## config.mk

```make
export PLATFORM = sky130hd
export DESIGN_NAME = mod_n_prog
export DESIGN_NICKNAME = d
export VERILOG_FILES = /design/src/rtl/mod_pkg.sv /design/src/rtl/mod_n_prog.sv
export SDC_FILE = /design/constraint.sdc
export NUM_CORES = 1
export LEC_CHECK = 0
export ABC_AREA = 1
export CAP_MARGIN = 10
export CELL_PAD_IN_SITES_DETAIL_PLACEMENT = 1
export CELL_PAD_IN_SITES_GLOBAL_PLACEMENT = 1
export CORE_MARGIN = 1.5
export CORE_UTILIZATION = 34
export DETAILED_ROUTE_END_ITERATION = 8
export MAX_ROUTING_LAYER = met4
export PLACE_DENSITY_LB_ADDON = 0.1
export SETUP_SLACK_MARGIN = 0.15
export SLEW_MARGIN = 20
export SYNTH_ARGS = -nofsm -noshare
export SYNTH_HDL_FRONTEND = slang
export SYNTH_SLANG_ARGS = --single-unit
export TNS_END_PERCENT = 30
```

## constraint.sdc

```tcl
create_clock -name clk -period 2.6 [get_ports clk]
set_clock_uncertainty 0.15 [all_clocks]
set_input_delay 0.78 -clock clk [delete_from_list [all_inputs] [get_ports clk]]
set_output_delay 0.78 -clock clk [all_outputs]
set_load 0.02 [all_outputs]
```

## src/rtl/mod_pkg.sv

```systemverilog
// Shared definitions for the programmable modulo-N counter: FSM state
// encodings and the smallest modulus the counter accepts.
package mod_pkg;

  typedef enum logic [1:0] {
    S_IDLE = 2'd0,
    S_RUN  = 2'd1,
    S_DONE = 2'd2
  } state_e;

  localparam int MOD_MIN = 2;

endpackage

```

## src/rtl/mod_n_prog.sv

```systemverilog
// Runtime-programmable modulo-N counter with up/down, load, one-shot mode,
// terminal-count decode and wrap pulse. Cascade by feeding tc into the next
// stage's en.
//
// Control inputs are level-sampled at each posedge and take effect in the
// next cycle. Per-cycle priority: rst > mod_wr > load > stop/start > count.
module mod_n_prog #(
  parameter int WIDTH = 4,
  parameter int N_RST = 10
) (
  input  logic             clk,
  input  logic             rst,
  input  logic             en,
  input  logic             up,
  input  logic             oneshot,
  input  logic             start,
  input  logic             stop,
  input  logic             load,
  input  logic [WIDTH-1:0] load_val,
  input  logic             mod_wr,
  input  logic [WIDTH:0]   mod_val,
  output logic [WIDTH-1:0] count,
  output logic [WIDTH:0]   mod,
  output logic             tc,
  output logic             wrap,
  output logic             busy,
  output logic             mod_err
);

  import mod_pkg::*;

  // The reset modulus must be a legal modulus for this width.
  if (N_RST < MOD_MIN || N_RST > (1 << WIDTH)) begin : g_bad_n_rst
    $error("mod_n_prog: N_RST out of range 2..2^WIDTH");
  end

  localparam logic [WIDTH:0]   MOD_LO  = (WIDTH+1)'(MOD_MIN);
  localparam logic [WIDTH:0]   MOD_HI  = {1'b1, {WIDTH{1'b0}}};
  localparam logic [WIDTH:0]   MOD_RST = (WIDTH+1)'(N_RST);
  localparam logic [WIDTH:0]   MOD_ONE = (WIDTH+1)'(1);
  localparam logic [WIDTH-1:0] CNT_ONE = WIDTH'(1);

  state_e           state_q, state_d;
  logic [WIDTH-1:0] count_q, count_d;
  logic [WIDTH:0]   mod_q, mod_d;
  logic             wrap_q, wrap_d;
  logic             mod_err_q, mod_err_d;

  logic [WIDTH:0]   count_w;
  logic [WIDTH:0]   mod_m1;
  logic [WIDTH:0]   new_mod_m1;
  logic             mod_val_ok;

  // Comparisons run in WIDTH+1 bits so a modulus of 2^WIDTH uses the full range.
  assign count_w    = {1'b0, count_q};
  assign mod_m1     = mod_q - MOD_ONE;
  assign mod_val_ok = (mod_val >= MOD_LO) && (mod_val <= MOD_HI);

  // Next-state, next-count, modulus update and wrap generation.
  always_comb begin
    state_d    = state_q;
    count_d    = count_q;
    mod_d      = mod_q;
    wrap_d     = 1'b0;
    mod_err_d  = mod_err_q;
    new_mod_m1 = '0;

    // A legal modulus write restarts from 0 in IDLE; an illegal one only flags.
    if (mod_wr) begin
      if (mod_val_ok) begin
        mod_d   = mod_val;
        count_d = '0;
        state_d = S_IDLE;
      end else begin
        mod_err_d = 1'b1;
      end
    end

    if (load) begin
      // Clamp against the modulus in force after this cycle's write.
      new_mod_m1 = mod_d - MOD_ONE;
      if ({1'b0, load_val} < mod_d) begin
        count_d = load_val;
      end else begin
        count_d = new_mod_m1[WIDTH-1:0];
      end
    end else if (!mod_wr) begin
      unique case (state_q)
        S_IDLE, S_DONE: begin
          if (start) state_d = S_RUN;
        end
        S_RUN: begin
          if (stop) begin
            state_d = S_IDLE;
          end else if (en) begin
            if (up) begin
              if (count_w == mod_m1) begin
                count_d = '0;
                wrap_d  = 1'b1;
              end else begin
                count_d = count_q + CNT_ONE;
              end
            end else begin
              if (count_q == '0) begin
                count_d = mod_m1[WIDTH-1:0];
                wrap_d  = 1'b1;
              end else begin
                count_d = count_q - CNT_ONE;
              end
            end
            if (wrap_d && oneshot) state_d = S_DONE;
          end
        end
        default: state_d = S_IDLE;
      endcase
    end
  end

  // State, count, modulus and flag registers.
  always_ff @(posedge clk) begin
    if (rst) begin
      state_q   <= S_IDLE;
      count_q   <= '0;
      mod_q     <= MOD_RST;
      wrap_q    <= 1'b0;
      mod_err_q <= 1'b0;
    end else begin
      state_q   <= state_d;
      count_q   <= count_d;
      mod_q     <= mod_d;
      wrap_q    <= wrap_d;
      mod_err_q <= mod_err_d;
    end
  end

  assign count   = count_q;
  assign mod     = mod_q;
  assign wrap    = wrap_q;
  assign mod_err = mod_err_q;
  assign busy    = (state_q == S_RUN);
  assign tc      = up ? (count_w == mod_m1) : (count_q == '0);

endmodule

```

==> results.tsv, run 1 <==
stage	metric	value	unit
sta	Final WS setup	-0.2067	ns
clocking	Clock transition at path regs	0.06	ns
worst_setup_path	WP data required	1.67	ns
final_layout	fin nets	312	
yosys	EDFF count, synth	0	
yosys	Avg Cell Area, Syn	6.403	µm²
worst_setup_path	largest fanout on the critical path	2	
sta	Final Cycle Share	108.0	%
floorplanning	DIE AREA	0.004065	mm²
clocking	CTS root buf	clkbuf_8	
worst_hold_path	Hold Path Origin	mod_err	
worst_setup_path	crit path kind	reg -> out	
yosys	Synth area leaders	dfxtp_1 (21%), nand2_1 (13%), inv_1 (9.6%)	
sta	max-slew violation count	0	
floorplanning	Die X	63.76	µm
global_routing	GR Overflow Total	0	
yosys	post-synthesis cell type count	29	
worst_setup_path	Crit Reg-Reg Endpoint	state_q[1]	
sta	Slew headroom	79.75	%
pwr	Final Power	919.2	µW
global_routing	global routing usage on met3	4.577	%
global_routing	met1 Use GR	33.95	%
place	dpl ws	-0.5804	ns
drt	total routed wirelength	5865	µm
place	HPWL after DPL	3740	µm
run	max cap viols	0	
pwr	P_leak	1.090	nW
yosys	Syn Nets	221	
drt	DRC	0	
floorplanning	Initial Util	36.46	%
sta	post-route setup TNS	-0.2067	ns
final_layout	layout cells sized above 1	42.66	%
worst_setup_path	Critical Path End Type	primary output	
drt	TritonRoute pass-1 iters	4	
floorplanning	core box area	0.003442	mm²
clocking	Clock Sinks	13	
run_status	status	finished, violations left	
run_status	violated checks	negative setup slack	
drt	DR WL/cell	17.67	µm
worst_setup_path	Worst Setup Start Kind	flop	
worst_setup_path	Critical Path AT	1.88	ns
clocking	Clock Latency Late Sink	0.25	ns
pwr	peak supply drop	0.0002853	V
global_routing	vias in the first global route	1956	
yosys	synth warn	0	
clocking	H-tree levels	1	
sta	final setup violation count	1	
floorplanning	Rows	21	
worst_hold_path	Hold EP	mod_err	
yosys	post-synth top area cell	dfxtp_1	
sta	f_max	0.3563	GHz
worst_setup_path	Critical R2R Launch	mod[1]	
sta	Worst-Margin Slew	0.3028	ns
global_routing	gr busiest metal	met2	
drt	vias per cell	5.319	
global_routing	initial antenna violation count	0	
sta	Final Hold Viols	0	
final_layout	area grow syn2layout	77.97	%
yosys	asr flop ratio synth	0	%
floorplanning	Die Height	63.76	µm
yosys	Post-Syn Area	0.001255	mm²
drt	remaining antenna violation count	0	
yosys	Primary FF master, synth	dfxtp_1	
place	# port buffers	30	
global_routing	first-pass GRT wire length	9466	µm
worst_setup_path	Worst R2R Path Depth	17	
sta	Final Critical Period	2.807	ns
clocking	CTS tree	done	
clocking	maximum clock path buffer count	2	
worst_hold_path	Hold Path Depth	1	
yosys	sequential cell area fraction in the yosys report	20.74	%
pwr	pwr/cell area	411.6	mW/mm²
final_layout	antenna cells	0	
yosys	share of the synthesized area in the top cell type	20.74	%
floorplanning	I/O pins	31	
yosys	FF+latch count, synth	13	
sta	unrepaired setup endpoints after global routing	true	
clocking	total CTS buffers	3	
drt	Vias	1766	
yosys	cell count after synthesis	196	
global_routing	GRT Util Overall	30.52	%
drt	drt initial violations	65	
worst_hold_path	Hold Crit Class	reg -> reg	
worst_setup_path	flop2flop setup slack	0.24	ns
place	routability cong.	0.8860	
global_routing	largest net degree at the start of global routing	9	
global_routing	GR Layer Usage met2	55.53	%
[cell type report]
cell class,instances,area (µm²)
Clock inverter,1,5.005
Sequential cell,13,264.0
Timing Repair Buffer,89,737.0
Clock buffer,3,41.29
Tap cell,46,57.56
Multi-Input combinational cell,145,987.2
Fill cell,441,1209
Inverter,35,141.4
[power breakdown]
group | internal, mW | switching, mW
Combinational | 0.240 | 0.266
Clock | 0.106 | 0.0811
Sequential | 0.214 | 0.0117
Total | 0.560 | 0.359
[critical path: stages (launching register included)]
cell     delay [ns]
dfxtp_2        0.35
inv_4          0.05
ha_4           0.28
inv_4          0.04
nand2_2        0.05
nand4_1        0.16
nor3_4         0.24
nand2_2        0.10
nand2_2        0.09
nand2_2        0.07
inv_2          0.07
buf_6          0.11
[flip-flops by register name, indices dropped and copies added (netlist names)]
signal / count
count: 4
wrap: 1
state_q: 2
mod: 5
mod_err: 1
[cell usage in the layout (no fill, tap or decap), types with 2 or more instances in the layout]
cell             synthesis  final
inv_4                    0      2
o21ai_0                  4      4
a21oi_1                 12     11
dfxtp_2                  0      3
nand3_2                  3      9
ha_4                     0      3
nor3_1                   3      2
clkdlybuf4s50_1          0     23
nand2_4                  3      4
ha_1                     7      4
dfxtp_1                 13     10
nand2_1                 45     39
xor2_1                   5      4
inv_1                   32     28
buf_4                    1     59
buf_6                    0      4
clkbuf_8                 0      3
nor2_1                  14     11
nor2_2                   0      3
inv_2                    2      4
nand3_1                 20     14
nand3_4                  2      2
nand4_1                  7      7
nand2_2                 10     15
[routing by layer]
metal,share of wire [%],wire length [µm],up-vias
met5,0,0,-
met3,4.4,256,18
met1,43,2527,862
met4,2.9,169,0
li1,-,-,816
met2,50,2912,70
[cells in the mapped netlist (all sizes together), types with 2 or more instances]
cell type / count
nand2: 58
nand4: 7
dfxtp: 13
xor2: 6
nand3: 25
clkbuf: 2
nor3: 3
nor2: 15
inv: 34
o21ai: 5
ha: 7
a21oi: 13
[per-stage QoR]
stage          utilization, %  std cells  hold slack, ns  cell area, µm²
2_1_floorplan               -        196          0.3135            1271
3_3_place_gp            55.62        309          0.3024            1914
3_5_place_dp            55.62        309          0.3123            1914
4_1_cts                 63.58        329          0.3296            2188
5_1_grt                 64.89        332          0.3617            2233
6_report                64.89        332          0.3232            2233
[how the worst max path moves through the flow]
stage	start	slack, ns	cells after the start	endpoint
3_3_place_gp	up	-0.47	6	tc
5_1_grt	mod[1]	-0.26	11	tc
4_1_cts	mod[1]	-0.10	11	tc
3_5_place_dp	mod_val[1]	-0.58	14	count[1]
6_report	mod[1]	-0.21	11	tc
2_1_floorplan	mod_val[1]	0.12	14	count[2]
[timing repair]
action	in CTS	in global routing
resized for setup	54	9
cloned	0	0
pin swaps	22	5
hold buffers	0	0
endpoints found under the setup margin	5	5
setup buffers	16	3
[cell families (layout without fill, tap and decap cells)]
| group | count (synthesis) | in the layout | synth area share (%) |
|---|---|---|---|
| compound gates | 22 | 22 | 10.17 |
| xor+xnor | 7 | 7 | 5.484 |
| fa+ha+maj | 7 | 7 | 6.979 |
| buf+inv | 38 | 128 | 12.06 |
| flops | 13 | 13 | 20.74 |
| simple gates | 109 | 109 | 44.57 |
Power figures use the tool's default switching activity.
==> run 2: changes to the inputs <==
--- a/config.mk
+++ b/config.mk
@@ -14,6 +14,7 @@
 export DETAILED_ROUTE_END_ITERATION = 8
 export MAX_ROUTING_LAYER = met4
 export PLACE_DENSITY_LB_ADDON = 0.1
+export RECOVER_POWER = 50
 export SETUP_SLACK_MARGIN = 0.15
 export SLEW_MARGIN = 20
 export SYNTH_ARGS = -nofsm -noshare
==> results.tsv, run 2 (synthesis results as in run 1) <==
stage	metric	value	unit
final_layout	antenna cells	0	
drt	total routed wirelength	5866	µm
sta	max-slew violation count	0	
sta	f_max	0.3562	GHz
sta	Final Cycle Share	108.0	%
clocking	H-tree levels	1	
clocking	Clock Sinks	13	
final_layout	Design Area, Final	0.002223	mm²
floorplanning	Die Height	63.76	µm
place	routability cong.	0.8860	
clocking	CTS tree	done	
global_routing	GRT Util Overall	30.52	%
worst_setup_path	flop2flop setup slack	0.24	ns
clocking	maximum clock path buffer count	2	
global_routing	largest net degree at the start of global routing	9	
place	Area after DPL	0.001914	mm²
pwr	sequential power share	24.6	%
sta	Final Hold Viols	0	
final_layout	Fillers	441	
final_layout	area grow syn2layout	77.17	%
clocking	cts hold-fix bufs	0	
pwr	clock power share	20.5	%
final_layout	fin nets	312	
floorplanning	Die X	63.76	µm
worst_hold_path	Hold Crit Class	reg -> reg	
pwr	Int Pwr	557.7	µW
place	HPWL after DPL	3740	µm
pwr	P_leak	1.100	nW
worst_setup_path	Worst Setup Start Kind	flop	
clocking	total CTS buffers	3	
floorplanning	Initial Util	36.46	%
floorplanning	DIE AREA	0.004065	mm²
worst_setup_path	Worst R2R Path Depth	17	
pwr	Sw Pwr	358.2	µW
clocking	CTS root buf	clkbuf_8	
sta	Worst-Margin Slew	0.3002	ns
floorplanning	I/O pins	31	
worst_setup_path	Critical Path End Type	primary output	
worst_setup_path	Critical Path AT	1.88	ns
sta	Hold WS	0.3179	ns
drt	drt initial violations	63	
global_routing	vias in the first global route	1956	
worst_hold_path	Hold Path Depth	1	
sta	Slew headroom	79.91	%
sta	final setup violation count	5	
global_routing	GR Overflow Total	0	
clocking	Clock Latency Late Sink	0.25	ns
place	# port buffers	30	
drt	DR WL/cell	17.67	µm
pwr	peak supply drop	0.0002857	V
sta	Final Critical Period	2.807	ns
pwr	Final Power	915.9	µW
run_status	violated checks	negative setup slack	
sta	post-route setup TNS	-0.6253	ns
worst_hold_path	Hold EP	mod_err	
place	dpl ws	-0.5804	ns
run_status	status	finished, violations left	
pwr	Comb pwr share	54.9	%
drt	DRC	0	
sta	Final WS setup	-0.2074	ns
drt	TritonRoute pass-1 iters	4	
worst_setup_path	crit path kind	reg -> out	
worst_setup_path	Crit Reg-Reg Endpoint	state_q[1]	
worst_setup_path	Critical R2R Launch	mod[1]	
drt	vias per cell	5.256	
worst_setup_path	largest fanout on the critical path	2	
worst_setup_path	WP data required	1.67	ns
global_routing	initial antenna violation count	0	
floorplanning	core box area	0.003442	mm²
pwr	pwr/cell area	411.9	mW/mm²
global_routing	first-pass GRT wire length	9466	µm
clocking	Clock transition at path regs	0.06	ns
drt	Vias	1745	
final_layout	layout cells sized above 1	41.96	%
floorplanning	Rows	21	
final_layout	commonest non-fill, non-tap cell in the layout	buf_4	
run	max cap viols	0	
pwr	sw frac	39.11	%
worst_hold_path	Hold Path Origin	mod_err	
final_layout	commonest non-fill, non-tap cells in the layout	buf_4 (58), nand2_1 (40), inv_1 (28), clkdlybuf4s50_1 (19)	
final_layout	area of the multi-input gates	977.2	µm²
final_layout	max reg flops	5	
final_layout	Reg area	264.0	µm²
sta	unrepaired setup endpoints after global routing	true	
drt	remaining antenna violation count	0	
## run 2: cell count changes in the layout (fill, tap and decap cells not counted)
cell,before,now
clkdlybuf4s50_1,23,19
dlygate4sd3_1,0,4
buf_4,59,58
nand2_2,15,14
clkbuf_4,0,1
nand2_1,39,40
nor2_1,11,12
nor2_4,1,0
## run 2: final cells by class
type                            instances  area share [%]
Clock inverter                          1          0.2251
Timing Repair Buffer                   89           33.15
Clock buffer                            3           1.857
Tap cell                               46           2.589
Inverter                               35           6.359
Multi-Input combinational cell        145           43.95
Sequential cell                        13           11.87
## run 2: routing by layer
metal | GRT usage, % | routed length [µm] | up-vias
met5 | - | 0 | -
met2 | 55.53 | 2911 | 62
met1 | 33.95 | 2526 | 853
met4 | 10.33 | 174 | 0
met3 | 4.577 | 253 | 18
li1 | - | - | 812
## run 2: how the worst max path moves through the flow
stage,from,end,slack [ns],depth (start not counted)
final,mod[1],tc,-0.21,11
after global routing,mod[1],tc,-0.26,11
after CTS,mod[1],tc,-0.10,11
after detailed placement,mod_val[1],count[1],-0.58,14
after global placement,up,tc,-0.47,6
after floorplan,mod_val[1],count[2],0.12,14
## run 2: stage by stage
stage	utilization [%]	std cells
after floorplan	-	196
after global placement	55.62	309
after detailed placement	55.62	309
after CTS	63.58	329
after global routing	64.59	332
final	64.59	332
## run 2: critical path: stages, from the launching register on
cell and delay, ns:
dfxtp_2 0.35, inv_4 0.05, ha_4 0.28, inv_4 0.04, nand2_2 0.05, nand4_1 0.16
nor3_4 0.24, nand2_2 0.10, nand2_2 0.09, nand2_2 0.07, inv_2 0.07, buf_6 0.11
## run 2: power groups by stage
stage          Combinational [mW]  Clock [mW]  Sequential (mW)
2_1_floorplan               0.188           0            0.244
3_3_place_gp                0.379           0            0.226
3_5_place_dp                0.399           0            0.227
5_1_grt                     0.540       0.198            0.226
6_report                    0.503       0.188            0.225
4_1_cts                     0.461       0.187            0.224
## run 2: timing repair
item | in CTS | in global routing
gates resized for setup | 54 | 9
gates cloned | 0 | 0
buffers inserted | 16 | 3
setup endpoints to repair | 5 | 5
pin swaps | 22 | 5
